$ cat config.mk
export PLATFORM = sky130hd
export DESIGN_NAME = braille_cell_sender
export DESIGN_NICKNAME = d
export VERILOG_FILES = /design/src/rtl/braille_pkg.sv /design/src/rtl/braille_cell_lookup.sv /design/src/rtl/braille_cell_sender.sv
export SDC_FILE = /design/constraint.sdc
export NUM_CORES = 1
export LEC_CHECK = 0
export BUFFER_PORTS_ARGS = -buffer_cell sky130_fd_sc_hd__buf_2
export CORE_ASPECT_RATIO = 1.2
export CORE_MARGIN = 4
export CORE_UTILIZATION = 40
export DETAILED_ROUTE_END_ITERATION = 8
export PLACE_DENSITY = 0.55
export SLEW_MARGIN = 20
export SYNTH_ARGS = -nofsm -noshare
export SYNTH_HDL_FRONTEND = slang
export SYNTH_SLANG_ARGS = --single-unit
$ cat constraint.sdc
create_clock -name clk -period 1.93 [get_ports clk]
set_clock_uncertainty 0.05 [all_clocks]
set_input_delay 0.386 -clock clk [delete_from_list [all_inputs] [get_ports clk]]
set_output_delay 0.386 -clock clk [all_outputs]
set_load 0.01 [all_outputs]
$ cat src/rtl/braille_pkg.sv
// Shared definitions for the braille calculator input side.
//  - state_e      : sender FSM states
//  - CELL_0..14   : 6-bit braille cells (raster order, 1 = raised dot) per code
//  - SLOT_A/B/OP  : capture slot indices
package braille_pkg;

  typedef enum logic [2:0] {
    ST_IDLE    = 3'd0,
    ST_PRESSED = 3'd1,
    ST_SETUP   = 3'd2,
    ST_SEND_HI = 3'd3,
    ST_SEND_LO = 3'd4,
    ST_SETTLE  = 3'd5
  } state_e;

  localparam logic [5:0] CELL_0  = 6'b000111;
  localparam logic [5:0] CELL_1  = 6'b001000;
  localparam logic [5:0] CELL_2  = 6'b001010;
  localparam logic [5:0] CELL_3  = 6'b001100;
  localparam logic [5:0] CELL_4  = 6'b001101;
  localparam logic [5:0] CELL_5  = 6'b001001;
  localparam logic [5:0] CELL_6  = 6'b001110;
  localparam logic [5:0] CELL_7  = 6'b001111;
  localparam logic [5:0] CELL_8  = 6'b001011;
  localparam logic [5:0] CELL_9  = 6'b000101;
  localparam logic [5:0] CELL_10 = 6'b010011;
  localparam logic [5:0] CELL_11 = 6'b000011;
  localparam logic [5:0] CELL_12 = 6'b100001;
  localparam logic [5:0] CELL_13 = 6'b010010;
  localparam logic [5:0] CELL_14 = 6'b111111;

  localparam logic [1:0] SLOT_A  = 2'd0;
  localparam logic [1:0] SLOT_B  = 2'd1;
  localparam logic [1:0] SLOT_OP = 2'd2;

endpackage

$ cat src/rtl/braille_cell_lookup.sv
// Combinational braille cell -> 4-bit code decoder (inverse of the output cell table).
// Ports:
//  cell_i   in  6  braille cell, raster order
//  valid_o  out 1  cell is one of the 15 known cells
//  code_o   out 4  decoded code (0 when invalid; 15 never produced)
module braille_cell_lookup
  import braille_pkg::*;
(
  input  logic [5:0] cell_i,
  output logic       valid_o,
  output logic [3:0] code_o
);

  // Table decode; anything not in the table is rejected.
  always_comb begin
    valid_o = 1'b1;
    code_o  = 4'd0;
    case (cell_i)
      CELL_0:  code_o = 4'd0;
      CELL_1:  code_o = 4'd1;
      CELL_2:  code_o = 4'd2;
      CELL_3:  code_o = 4'd3;
      CELL_4:  code_o = 4'd4;
      CELL_5:  code_o = 4'd5;
      CELL_6:  code_o = 4'd6;
      CELL_7:  code_o = 4'd7;
      CELL_8:  code_o = 4'd8;
      CELL_9:  code_o = 4'd9;
      CELL_10: code_o = 4'd10;
      CELL_11: code_o = 4'd11;
      CELL_12: code_o = 4'd12;
      CELL_13: code_o = 4'd13;
      CELL_14: code_o = 4'd14;
      default: begin
        valid_o = 1'b0;
        code_o  = 4'd0;
      end
    endcase
  end

endmodule

$ cat src/rtl/braille_cell_sender.sv
// Captures operand A, operand B and operator as braille cells keyed on switches,
// then replays the three codes into the calculator's go/data_in handshake.
// Ports:
//  clk, resetn  clock and synchronous active-low reset
//  cell_in   in  6  braille cell from switches
//  key_go    in  1  entry key, active-high level
//  calc_go   out 1  calculator go
//  calc_data out 4  calculator data_in
//  slot_idx  out 2  next slot to capture (0=A, 1=B, 2=OP)
//  busy      out 1  replay in progress
//  err       out 1  sticky: last captured cell was rejected
//  done      out 1  one-cycle pulse at end of settle time
module braille_cell_sender
  import braille_pkg::*;
#(
  parameter int unsigned HOLD_CYCLES   = 4,
  parameter int unsigned GAP_CYCLES    = 4,
  parameter int unsigned SETTLE_CYCLES = 64
) (
  input  logic       clk,
  input  logic       resetn,
  input  logic [5:0] cell_in,
  input  logic       key_go,
  output logic       calc_go,
  output logic [3:0] calc_data,
  output logic [1:0] slot_idx,
  output logic       busy,
  output logic       err,
  output logic       done
);

  localparam int unsigned MAX_HG = (HOLD_CYCLES > GAP_CYCLES) ? HOLD_CYCLES : GAP_CYCLES;
  localparam int unsigned MAX_P  = (MAX_HG > SETTLE_CYCLES) ? MAX_HG : SETTLE_CYCLES;
  localparam int unsigned CNT_W  = $clog2(MAX_P) + 1;

  localparam logic [CNT_W-1:0] HOLD_LOAD   = CNT_W'(HOLD_CYCLES - 1);
  localparam logic [CNT_W-1:0] GAP_LOAD    = CNT_W'(GAP_CYCLES - 1);
  localparam logic [CNT_W-1:0] SETTLE_LOAD = CNT_W'(SETTLE_CYCLES - 1);
  localparam logic [CNT_W-1:0] CNT_ONE     = CNT_W'(1);
  localparam logic [CNT_W-1:0] CNT_ZERO    = CNT_W'(0);

  state_e           state_q;
  logic [CNT_W-1:0] cnt_q;
  logic [1:0]       word_q;
  logic [3:0]       slot_a_q;
  logic [3:0]       slot_b_q;
  logic [3:0]       slot_op_q;

  logic             lut_valid;
  logic [3:0]       lut_code;
  logic             accept;
  logic [1:0]       next_word;
  logic [3:0]       next_word_data;

  braille_cell_lookup u_lookup (
    .cell_i  (cell_in),
    .valid_o (lut_valid),
    .code_o  (lut_code)
  );

  // Accept decision and data of the word that follows the current one.
  always_comb begin
    accept         = 1'b0;
    next_word      = word_q + 2'd1;
    next_word_data = 4'd0;
    // The operator slot only takes codes 0..3 so bits [3:2] of the OP word stay 0.
    if (slot_idx == SLOT_OP) begin
      accept = lut_valid && (lut_code[3:2] == 2'b00);
    end else begin
      accept = lut_valid;
    end
    case (next_word)
      SLOT_A:  next_word_data = slot_a_q;
      SLOT_B:  next_word_data = slot_b_q;
      SLOT_OP: next_word_data = slot_op_q;
      default: next_word_data = 4'd0;
    endcase
  end

  // Sender FSM with counter, slot registers and registered outputs.
  always_ff @(posedge clk) begin
    if (!resetn) begin
      state_q   <= ST_IDLE;
      cnt_q     <= CNT_ZERO;
      word_q    <= 2'd0;
      slot_a_q  <= 4'd0;
      slot_b_q  <= 4'd0;
      slot_op_q <= 4'd0;
      calc_go   <= 1'b0;
      calc_data <= 4'd0;
      slot_idx  <= SLOT_A;
      busy      <= 1'b0;
      err       <= 1'b0;
      done      <= 1'b0;
    end else begin
      done <= 1'b0;
      case (state_q)
        ST_IDLE: begin
          if (key_go) begin
            state_q <= ST_PRESSED;
          end
        end
        // Cell is sampled only on the release cycle.
        ST_PRESSED: begin
          if (!key_go) begin
            if (!accept) begin
              err     <= 1'b1;
              state_q <= ST_IDLE;
            end else begin
              err <= 1'b0;
              case (slot_idx)
                SLOT_A: begin
                  slot_a_q <= lut_code;
                  slot_idx <= SLOT_B;
                  state_q  <= ST_IDLE;
                end
                SLOT_B: begin
                  slot_b_q <= lut_code;
                  slot_idx <= SLOT_OP;
                  state_q  <= ST_IDLE;
                end
                default: begin
                  // Data for word 0 is presented during SETUP, one cycle ahead of go.
                  slot_op_q <= lut_code;
                  word_q    <= 2'd0;
                  calc_data <= slot_a_q;
                  busy      <= 1'b1;
                  state_q   <= ST_SETUP;
                end
              endcase
            end
          end
        end
        ST_SETUP: begin
          calc_go <= 1'b1;
          cnt_q   <= HOLD_LOAD;
          state_q <= ST_SEND_HI;
        end
        ST_SEND_HI: begin
          if (cnt_q == CNT_ZERO) begin
            calc_go <= 1'b0;
            cnt_q   <= GAP_LOAD;
            state_q <= ST_SEND_LO;
          end else begin
            cnt_q <= cnt_q - CNT_ONE;
          end
        end
        ST_SEND_LO: begin
          if (cnt_q == CNT_ZERO) begin
            if (word_q < SLOT_OP) begin
              word_q    <= next_word;
              calc_data <= next_word_data;
              state_q   <= ST_SETUP;
            end else begin
              cnt_q   <= SETTLE_LOAD;
              state_q <= ST_SETTLE;
            end
          end else begin
            cnt_q <= cnt_q - CNT_ONE;
          end
        end
        ST_SETTLE: begin
          if (cnt_q == CNT_ZERO) begin
            done     <= 1'b1;
            busy     <= 1'b0;
            slot_idx <= SLOT_A;
            state_q  <= ST_IDLE;
          end else begin
            cnt_q <= cnt_q - CNT_ONE;
          end
        end
        default: begin
          state_q <= ST_IDLE;
          calc_go <= 1'b0;
          busy    <= 1'b0;
        end
      endcase
    end
  end

endmodule

==> reports/results.tsv <==
stage	metric	value	unit
floorplan	initial_core_util	0.413	
yosys	synth.yosys.warnings	0	
yosys	yosys_register_bits	34	
timing	setup_violations	0	
yosys	yosysUniqueCellTypes	57	
yosys	synth_compound_area_frac	0.257	
floorplan	num_rows	29	
floorplan	core	5300	µm²
power_and_ir_drop	power_density	595	nW/µm²
critical_path	cp_max_fo	6	
critical_path	critical-path-top-delay-family	compound AO/OA/AOI/OAI gates	
timing	period_needed	1.80	ns
timing	fmax	555	MHz
global_routing	grt_pass1_vias	2031	
critical_path	crit_buf_inv	2	
timing	slew_viol_final	0	
global_routing	antenna_found_initial	0	
yosys	synth_flop_cell	dfxtp_1	
yosys	syn_avg_cell_area	8.05	µm²
yosys	ys_seq_area_frac	0.311	
floorplan	die_h	89.1	µm
yosys	synth-edff-count	0	
yosys	synthAdderAreaFrac	0.0343	
clock_tree	worstSkewPairLatency	0.29	ns
floorplan	ios	19	
critical_path	slowest_stage	dfxtp_2	
clock_tree	cts_tree	done	
layout	layout.nets	343	
clock_tree	cts.sink_count	34	
timing	holdWs	0.359	ns
min_path	hold_path_class	input pin to flip-flop	
drt	avgRoutedWirePerCell	13.7	µm
run	drv_cap	0	
drt	route.detailed.drc	0	
clock_tree	clockBufferDepth	2	
drt	drt_iter0_markers	93	
drt	ant_nets	0	
critical_path	start_kind	flip-flop	
timing	timing.setup.tns	0	ns
power_and_ir_drop	power.total	1.69	mW
clock_tree	cts.hold.buffers_added	0	
critical_path	crit_type	flip-flop to flip-flop	
layout	fillCellCount	511	
yosys	muxShareOfSynthArea	0.0777	
yosys	netlist_area	2190	µm²
power_and_ir_drop	peakVddDrop	0.389	mV
timing	max_slew.worst_pin.slew	0.459	ns
layout	multi_input_area	1400	µm²
layout	area_delta_synth_final	29.5	%
global_routing	track_usage	0.175	
timing	fin_crit_sh	0.934	
yosys	yosys.area_share.simple	0.251	
yosys	synth_xor_area_frac	0.00400	
drt	num_vias	2111	
layout	register_area	682	µm²
global_routing	overflow	0	
clock_tree	clk_pin_slew	0.07	ns
critical_path	critPathMaxStageDelay	0.33	ns
global_routing	grt_pass1_wl	9250	µm
yosys	synth_nets	287	
clock_tree	cts_buffers	5	
layout	drive_gt1_frac	0.289	
critical_path	worstPathCellList	inv_2 -> ha_4 -> nor4b_4 -> buf_4 -> a311o_1 -> and2_4 -> o21ai_0 -> a21oi_1	
floorplan	dieArea	6730	µm²
drt	wl	5350	µm
critical_path	arrival	1.97	ns
critical_path	worstPathRequired	2.09	ns
floorplan	die_x	75.5	µm
clock_tree	cts_root_buf	clkbuf_8	
drt	vias_per_cell	5.40	
yosys	synth_top_family_by_area	compound AO/OA/AOI/OAI gates	
timing	hold_viol	0	
layout	antenna_cells	0	
placement	portBuffers	18	
power_and_ir_drop	leakagePower	1.20	nW
critical_path	cp-end-kind	flip-flop	
placement	dpl.hpwl	4190	µm
clock_tree	cts_max_level	2	
layout	post-route-util	0.535	
drt	drt-pass1-iter-count	4	
yosys	async_flop_share	0	
placement	gp_congestion	0.885	
yosys	netlist_instances	272	
status	status	completed	
global_routing	grt_max_degree	27	
timing	slew_headroom	0.691	
## flip-flops by register name, indices dropped and copies added, names as in the netlist
| register | cells |
|---|---|
| done | 1 |
| slot_op_q | 4 |
| slot_idx | 2 |
| cnt_q | 7 |
| slot_a_q | 4 |
| state_q | 3 |
| err | 1 |
| calc_go | 1 |
| word_q | 2 |
| busy | 1 |
| calc_data | 4 |
| slot_b_q | 4 |
## metrics by stage
stage / setup slack (ns) / cells / cell area (µm²)
2_1_floorplan: 0.0638 / 272 / 2190
3_3_place_gp: -0.0626 / 381 / 2650
3_5_place_dp: -0.107 / 381 / 2650
4_1_cts: 0.00755 / 389 / 2790
5_1_grt: -0.00744 / 391 / 2840
6_report: 0.127 / 391 / 2840
## synthesized netlist by cell type (2+ instances only)
library cell,count,area share
dfxtp_1,34,0.31
o21a_1,2,0.0069
o2bb2ai_1,6,0.024
and2_1,2,0.0057
nand3_1,8,0.018
nor2b_1,3,0.0086
nand2_1,38,0.065
nand4_2,2,0.011
nor3_1,7,0.016
nor2_1,15,0.026
buf_6,2,0.010
buf_2,5,0.011
a21oi_1,22,0.050
a31oi_1,2,0.0057
clkbuf_1,12,0.021
nor4bb_1,2,0.0091
nor3b_1,4,0.014
a2111oi_0,2,0.0080
o211ai_1,2,0.0069
o21ai_0,13,0.030
or3_1,2,0.0057
nand4_1,2,0.0057
a211o_1,3,0.012
mux2i_1,17,0.078
a21boi_0,3,0.010
a21o_1,2,0.0069
ha_1,6,0.034
a22oi_1,5,0.017
nand2b_1,5,0.014
a211oi_1,5,0.017
inv_1,13,0.022
## final timing paths
kind                 from            to  slack, ns  depth (start not counted)
max              cnt_q[0]      cnt_q[2]       0.13                          8
min                resetn           err       0.36                          2
max reg2reg      cnt_q[0]      cnt_q[2]       0.13                          8
min reg2reg  calc_data[2]  calc_data[2]       0.40                          2
## cell usage in the layout (no fill, tap or decap), types with 2 or more instances in the layout
cell type / Yosys / final
nand4_1: 2 / 2
nand2b_1: 5 / 5
a211oi_2: 1 / 2
a211o_1: 3 / 3
nor3b_1: 4 / 4
nor3_1: 7 / 7
bufinv_16: 0 / 2
or3_1: 2 / 2
nor2_1: 15 / 14
o211ai_1: 2 / 2
buf_4: 0 / 48
a21oi_1: 22 / 22
buf_2: 5 / 18
nor4bb_1: 2 / 2
a21o_1: 2 / 2
dfxtp_1: 34 / 33
nand2_1: 38 / 35
buf_12: 0 / 2
o2bb2ai_1: 6 / 6
nor2b_1: 3 / 3
a21boi_0: 3 / 3
inv_2: 0 / 2
inv_1: 13 / 11
a22oi_1: 5 / 5
o21ai_0: 13 / 12
nand3_1: 8 / 8
a31oi_1: 2 / 2
ha_1: 6 / 5
nand2_2: 0 / 3
a211oi_1: 5 / 4
mux2i_1: 17 / 17
o21a_1: 2 / 2
nand4_2: 2 / 2
clkbuf_8: 0 / 5
## power breakdown
group	internal, mW	total, mW	switching, mW	leakage (nW)
registers	0.705	0.708	0.00292	0.275
logic	0.0889	0.188	0.0986	0.852
clock network	0.518	0.793	0.275	0.0683
total	1.31	1.69	0.377	1.20
## cell families (layout without fill, tap and decap cells)
logic type,count (synthesis),in the layout
compound gates,79,79
xor+xnor,1,1
fa+ha+maj,6,6
buf+inv,32,89
flops,34,34
mux,17,17
simple gates,103,103
## cell type report
| class | instances | share of cell area |
|---|---|---|
| clock inverters | 3 | 0.0243 |
| inverters | 13 | 0.0172 |
| repair buffers | 68 | 0.173 |
| well taps | 62 | 0.0274 |
| multi-input cells | 206 | 0.493 |
| flip-flops and latches | 34 | 0.241 |
| clock buffers | 5 | 0.0243 |
## repair_timing
action	CTS	global route
endpoints found under the setup margin	0	19
resized for setup	0	13
hold endpoints to repair	0	0
setup buffers	0	2
## routing by layer
metal	GRT usage	vias up	wire (µm)	share of wire
met3	0.0349	8	129	0.024
met4	0.0572	0	85	0.016
met2	0.299	29	2700	0.51
met1	0.218	984	2430	0.45
met5	0	-	0	0
li1	-	1090	-	-
Power figures use the tool's default switching activity.
